`config.mk`:
```
export PLATFORM = sky130hd
export DESIGN_NAME = tdm_demux8_flat
export DESIGN_NICKNAME = d
export VERILOG_FILES = /design/src/rtl/lab2_pkg.sv /design/src/rtl/tdm_demux8_if.sv /design/src/rtl/ls138.sv /design/src/rtl/tdm_demux8.sv /design/src/flat_wrapper.sv
export SDC_FILE = /design/constraint.sdc
export NUM_CORES = 1
export LEC_CHECK = 0
export ABC_CLOCK_PERIOD_IN_PS = 2000
export BUFFER_PORTS_ARGS = -buffer_cell sky130_fd_sc_hd__buf_2
export CORE_ASPECT_RATIO = 1.1
export CORE_MARGIN = 2
export CORE_UTILIZATION = 48
export CTS_BUF_LIST = sky130_fd_sc_hd__clkbuf_8 sky130_fd_sc_hd__clkbuf_16
export CTS_CLUSTER_SIZE = 20
export DETAILED_ROUTE_END_ITERATION = 12
export PLACE_DENSITY = 0.8
export SETUP_SLACK_MARGIN = 0.02
export SLEW_MARGIN = 20
export SYNTH_ARGS = -nofsm -noshare
export SYNTH_HDL_FRONTEND = slang
export SYNTH_SLANG_ARGS = --single-unit
```
`constraint.sdc`:
```
create_clock -name clk -period 2 [get_ports clk]
set_clock_uncertainty 0.2 [all_clocks]
set_input_delay 0.3 -clock clk [delete_from_list [all_inputs] [get_ports clk]]
set_output_delay 0.3 -clock clk [all_outputs]
set_load 0.01 [all_outputs]
```
`src/rtl/lab2_pkg.sv`:
```
// lab2_pkg: shared constants and FSM state type for the 8-slot TDM demultiplexer.
package lab2_pkg;
    localparam int SLOT_W  = 3;
    localparam int N_SLOTS = 2 ** SLOT_W;

    typedef enum logic {
        IDLE = 1'b0,
        RECV = 1'b1
    } state_e;
endpackage

```
`src/rtl/tdm_demux8_if.sv`:
```
// tdm_demux8_if: serial TDM input side and frame output side of the demultiplexer.
interface tdm_demux8_if;
    import lab2_pkg::*;
    logic                 g_n;
    logic                 valid_i;
    logic                 frame_start;
    logic                 din;
    logic [SLOT_W-1:0]    sel;
    logic [N_SLOTS-1:0]   y_n;
    logic [N_SLOTS-1:0]   dout;
    logic                 frame_valid;
    logic                 sync_err;
    logic [7:0]           frame_cnt;

    modport master (
        output g_n, valid_i, frame_start, din,
        input  sel, y_n, dout, frame_valid, sync_err, frame_cnt
    );

    modport slave (
        input  g_n, valid_i, frame_start, din,
        output sel, y_n, dout, frame_valid, sync_err, frame_cnt
    );
endinterface

```
`src/rtl/ls138.sv`:
```
// ls138: 3-to-8 active-low decoder with a single active-high enable.
module ls138 (
    input  logic       a,
    input  logic       b,
    input  logic       c,
    input  logic       enable,
    output logic [7:0] y_n
);
    logic [7:0] hot;

    always_comb begin
        hot = 8'h01 << {c, b, a};
        y_n = enable ? ~hot : 8'hFF;
    end
endmodule

```
`src/rtl/tdm_demux8.sv`:
```
// tdm_demux8: collects 8 strobed serial slots into a parallel frame, aligned by frame_start.
module tdm_demux8 #(
    parameter int SLOT_W = 3
) (
    input  logic          clk,
    input  logic          rst_n,
    tdm_demux8_if.slave   bus
);
    import lab2_pkg::state_e;
    import lab2_pkg::IDLE;
    import lab2_pkg::RECV;

    localparam int NS = 2 ** SLOT_W;
    localparam logic [SLOT_W-1:0] LAST = SLOT_W'(NS - 1);

    state_e            state_q;
    logic [SLOT_W-1:0] sel_q;
    logic [NS-1:0]     shift_q;
    logic [NS-1:0]     dout_q;
    logic              frame_valid_q;
    logic              sync_err_q;
    logic [7:0]        frame_cnt_q;
    logic              accept;
    logic [NS-1:0]     first_bit;

    assign accept    = bus.valid_i && !bus.g_n;
    assign first_bit = {{(NS-1){1'b0}}, bus.din};

    always_ff @(posedge clk or negedge rst_n) begin
        if (!rst_n) begin
            state_q       <= IDLE;
            sel_q         <= '0;
            shift_q       <= '0;
            dout_q        <= '0;
            frame_valid_q <= 1'b0;
            sync_err_q    <= 1'b0;
            frame_cnt_q   <= 8'd0;
        end else begin
            frame_valid_q <= 1'b0;
            sync_err_q    <= 1'b0;
            if (accept) begin
                case (state_q)
                    IDLE: begin
                        if (bus.frame_start) begin
                            shift_q <= first_bit;
                            sel_q   <= SLOT_W'(1);
                            state_q <= RECV;
                        end
                    end
                    RECV: begin
                        // A new frame_start mid-frame realigns on this bit as slot 0.
                        if (bus.frame_start) begin
                            sync_err_q <= 1'b1;
                            shift_q    <= first_bit;
                            sel_q      <= SLOT_W'(1);
                        end else if (sel_q == LAST) begin
                            dout_q        <= {bus.din, shift_q[NS-2:0]};
                            frame_valid_q <= 1'b1;
                            frame_cnt_q   <= frame_cnt_q + 8'd1;
                            sel_q         <= '0;
                            state_q       <= IDLE;
                        end else begin
                            shift_q[sel_q] <= bus.din;
                            sel_q          <= sel_q + 1'b1;
                        end
                    end
                    default: state_q <= IDLE;
                endcase
            end
        end
    end

    ls138 u_dec (
        .a      (sel_q[0]),
        .b      (sel_q[1]),
        .c      (sel_q[2]),
        .enable (state_q == RECV && !bus.g_n),
        .y_n    (bus.y_n)
    );

    assign bus.sel         = sel_q;
    assign bus.dout        = dout_q;
    assign bus.frame_valid = frame_valid_q;
    assign bus.sync_err    = sync_err_q;
    assign bus.frame_cnt   = frame_cnt_q;
endmodule

```
`src/flat_wrapper.sv`:
```
// flat-port wrapper written by rule: the top's interface ports become plain ports
module tdm_demux8_flat import lab2_pkg::state_e; import lab2_pkg::IDLE; import lab2_pkg::RECV;
#(
    parameter int SLOT_W = 3
)
  (clk, rst_n, bus_g_n, bus_valid_i, bus_frame_start, bus_din, bus_sel, bus_y_n, bus_dout, bus_frame_valid, bus_sync_err, bus_frame_cnt);
  tdm_demux8_if bus_i ();
  input  logic clk;
  input  logic rst_n;
  input wire logic [$bits(bus_i.g_n)-1:0] bus_g_n;
  input wire logic [$bits(bus_i.valid_i)-1:0] bus_valid_i;
  input wire logic [$bits(bus_i.frame_start)-1:0] bus_frame_start;
  input wire logic [$bits(bus_i.din)-1:0] bus_din;
  output wire logic [$bits(bus_i.sel)-1:0] bus_sel;
  output wire logic [$bits(bus_i.y_n)-1:0] bus_y_n;
  output wire logic [$bits(bus_i.dout)-1:0] bus_dout;
  output wire logic [$bits(bus_i.frame_valid)-1:0] bus_frame_valid;
  output wire logic [$bits(bus_i.sync_err)-1:0] bus_sync_err;
  output wire logic [$bits(bus_i.frame_cnt)-1:0] bus_frame_cnt;
  assign bus_i.g_n = bus_g_n;
  assign bus_i.valid_i = bus_valid_i;
  assign bus_i.frame_start = bus_frame_start;
  assign bus_i.din = bus_din;
  assign bus_sel = bus_i.sel;
  assign bus_y_n = bus_i.y_n;
  assign bus_dout = bus_i.dout;
  assign bus_frame_valid = bus_i.frame_valid;
  assign bus_sync_err = bus_i.sync_err;
  assign bus_frame_cnt = bus_i.frame_cnt;
  tdm_demux8 #(.SLOT_W(SLOT_W)) u_core (.clk(clk), .rst_n(rst_n), .bus(bus_i));
endmodule
```
==> flow_summary_export.csv <==
group,metric,value,unit
status,outcome,"finished clean",
worst_setup_path,worstPathArrival,1450,ps
floorplanning,ios,35,
timing,final.hold.worst_slack,115.8,ps
drt,drt_pre_antenna_iters,4,
grt,first_global_vias,1161,
worst_setup_path,critical_path.reg2reg.endpoint,"u_core.bus.dout[1]$_DFFE_PN0P_",
worst_setup_path,worstReg2RegStart,"u_core.bus.sel[1]$_DFFE_PN0P_",
timing,clock.fmax,512.4,MHz
floorplanning,rows,22,
placement,final_weighted_congestion_in_routability_driven_placement,0.7912,
logic_synthesis,yosys.cell_types.count,41,
power,net-switching-power,0.7099,mW
timing,max_slew_margin,0.5876,
layout,nets,201,
worst_setup_path,reg2regPathDepth,7,
logic_synthesis,synth_area_per_cell,11.60,µm²
floorplanning,dieWidth,59.65,µm
power,p_sw_frac,0.3309,
worst_setup_path,critPathKind,"reg -> out",
power,power.ir.vdd_worst,536.5,µV
timing,grt_setup_unrepaired,"yes",
logic_synthesis,yosys_reg_bits,29,
logic_synthesis,library_cell_with_the_highest_instance_count_after_synthesis,"sky130_fd_sc_hd__dfrtp_1",
power,finalPower,2.146,mW
layout,antenna-diode-count,0,
min_path,hold_path_class,"in -> reg",
clock_network,clock-sinks,29,
logic_synthesis,synthesis.yosys.warnings,0,
clock_network,clockBufferDepth,2,
power,share_of_total_power_in_sequential_cells,0.342,
power,power.share.clock,0.290,
timing,post-route-worst-setup-slack,48.55,ps
drt,drcViolationCount,0,
placement,post-place-ws,-41.36,ps
drt,post_drt_via_cell_ratio,5.603,
drt,top_layer_in_use,"met4",
logic_synthesis,post_synth_inst_count,141,
clock_network,cts_made_buffers,5,
clock_network,cts_htree_levels,2,
drt,post_drt_wl_per_cell,15.70,µm
logic_synthesis,postSynthNetCount,155,
power,p_int,1.436,mW
drt,drt_iter0_drc,41,
logic_synthesis,synth.area.top_cells,"sky130_fd_sc_hd__dfrtp_1, sky130_fd_sc_hd__mux2_4, sky130_fd_sc_hd__ha_1",
power,power_frac_comb,0.368,
timing,max_slew.worst_pin.slew,618.6,ps
timing,final_period_minus_worst_setup_slack,1951,ps
timing,final_hold_viol_count,0,
grt,grt_first_pass_wirelength,5678,µm
floorplanning,initial_util,0.4951,
timing,final_min_period_over_clock_period,0.9757,
grt,grt_use_total,0.1940,
grt,grt_antenna_before_repair,0,
logic_synthesis,synth_top_area_cell,"sky130_fd_sc_hd__dfrtp_1",
drt,routed-via-count,1255,
logic_synthesis,synthesis.area,0.001635,mm²
worst_setup_path,timing.critical_path.to,"bus_y_n[3]",
power,p_leak,1.039,nW
grt,maximum_number_of_pins_on_one_net_before_global_route_repair,30,
worst_setup_path,critPathMaxFanout,2,
floorplanning,core,0.003303,mm²
logic_synthesis,synthTopCellsByCount,"sky130_fd_sc_hd__dfrtp_1, sky130_fd_sc_hd__ha_1, sky130_fd_sc_hd__mux2_4",
timing,final_max_slew_viol_count,0,
clock_network,tritoncts,"done",
worst_setup_path,cp-end-kind,"output pin",
floorplanning,chipHeight,65.22,µm
power,power-per-cell-area,1006,mW/mm²
clock_network,clock_latency,280,ps
placement,dpl.hpwl,2349,µm
clock_network,cts_root_buf,"sky130_fd_sc_hd__clkbuf_8",
job,number_of_maximum_capacitance_violations,0,
clock_network,clkSlewWorstSetupHoldPaths,60,ps
timing,report.final.setup_viol,0,
layout,area_growth_syn_to_layout,30.37,%
layout,final_layout_size_suffix_gt1_frac,0.4255,
logic_synthesis,fraction_of_the_yosys_area_taken_by_sequential_cells,0.4438,
drt,dr_wl_met3,153,µm
logic_synthesis,synthFlopType,"sky130_fd_sc_hd__dfrtp_1",
drt,totalWireLength,3517,µm
placement,port-buffer-count,34,
worst_setup_path,crit_path_required_time,1500,ps
worst_setup_path,crit_path_start_kind,"flop",
min_path,holdCritStartpoint,"bus_din",
drt,postRouteAntennaNets,0,
drt,detail_route.wirelength.met1,1492,µm
logic_synthesis,proportion_of_synthesized_flip_flops_having_asynchronous_set_or_reset,1.000,
layout,layout.filler_cells,248,
grt,gr-total-overflow,0,
drt,routed-wl-met2,1805,µm
floorplanning,design.die.area,0.003890,mm²
logic_synthesis,synthDominantCellAreaShare,0.4438,
worst_setup_path,reg2reg_slack,50,ps
logic_synthesis,synth-edff-count,0,
worst_setup_path,setup_crit_start,"u_core.bus.sel[1]$_DFFE_PN0P_",
==> per-layer routing <==
| layer | GRT usage | vias up |
|---|---|---|
| met5 | 0 | - |
| li1 | - | 594 |
| met1 | 0.2472 | 618 |
| met4 | 0.06944 | 0 |
| met2 | 0.3139 | 37 |
| met3 | 0.04921 | 6 |
==> layout make-up <==
class | count | area [µm²] | area share
multi-input cells | 93 | 849.6 | 0.3985
flip-flops and latches | 29 | 725.7 | 0.3404
repair buffers | 52 | 355.3 | 0.1667
clock buffers | 6 | 82.58 | 0.03873
well taps | 36 | 45.04 | 0.02113
inverters | 6 | 40.04 | 0.01878
clock inverters | 2 | 33.78 | 0.01585
==> placed cells by master (no fill, tap or decap), types with 5 or more instances in the layout <==
cell,synthesis,layout
sky130_fd_sc_hd__buf_2,3,33
sky130_fd_sc_hd__nand2_1,7,7
sky130_fd_sc_hd__dfrtp_1,29,29
sky130_fd_sc_hd__clkbuf_8,0,6
sky130_fd_sc_hd__nor2_1,5,5
sky130_fd_sc_hd__mux2_4,8,8
sky130_fd_sc_hd__o221ai_1,7,7
sky130_fd_sc_hd__nand3_1,5,5
sky130_fd_sc_hd__buf_4,4,12
==> flip-flops by register name, indices dropped and copies added (netlist names) <==
signal	flops
u_core.bus.dout	8
u_core.bus.frame_cnt	8
u_core.shift_q	7
u_core.bus.sel	3
u_core.bus.frame_valid	1
u_core.bus.sync_err	1
u_core.state_q	1
==> critical path, cell delays in order, from the launching register on <==
cell and delay (ps):
sky130_fd_sc_hd__dfrtp_1 420, sky130_fd_sc_hd__ha_4 190, sky130_fd_sc_hd__buf_4 140, sky130_fd_sc_hd__ha_1 190, sky130_fd_sc_hd__nand3b_1 90, sky130_fd_sc_hd__buf_2 140
==> power groups by stage <==
stage	registers (mW)	logic [mW]	clock network, mW
floorplan	0.746	0.431	0
detailed placement	0.726	0.643	0
global placement	0.721	0.615	0
finish	0.734	0.790	0.622
global route	0.745	0.867	0.666
CTS	0.718	0.653	0.635
==> per-stage QoR <==
step                      std cells  instance area (µm²)    util  setup TNS, ps
final                           224                 2132  0.6455              0
after global routing            224                 2132  0.6455         -3.130
after global placement          206                 1826  0.5527              0
after CTS                       216                 1977  0.5985              0
after detailed placement        206                 1826  0.5527         -41.36
after floorplan                 141                 1635       -              0
==> worst min path at each step <==
stage | slack (ps) | to | cells after the start
finish | 120 | u_core.bus.dout[7]$_DFFE_PN0P_ | 2
global route | 130 | u_core.shift_q[0]$_DFFE_PN0P_ | 2
CTS | 120 | u_core.bus.dout[7]$_DFFE_PN0P_ | 2
detailed placement | 160 | u_core.bus.frame_cnt[2]$_DFFE_PN0P_ | 1
global placement | 140 | u_core.bus.frame_cnt[5]$_DFFE_PN0P_ | 1
floorplan | -200 | u_core.bus.dout[0]$_DFFE_PN0P_ | 0
==> cells by family (layout without fill, tap and decap cells) <==
kind of cell	Yosys count	in the layout	share of synthesized area
AOI/OAI and AO/OA	20	20	0.1033
xor gates and xnor gates	7	7	0.03749
and+or+nand+nor	48	48	0.1982
DFF	29	29	0.4438
buffers and inverters	19	66	0.06886
adders and majority gates	8	8	0.06121
muxes	10	10	0.08722
==> timing repair <==
item / 4_1_cts / 5_1_grt
buffers inserted: 1 / 7
resized for setup: 4 / 16
pin swaps: 1 / 2
setup endpoints to repair: 15 / 14
gates cloned: 0 / 1
hold endpoints to repair: 29 / 0
hold buffers: 1 / 0
Note: power is estimated with default switching activity, not from simulation.
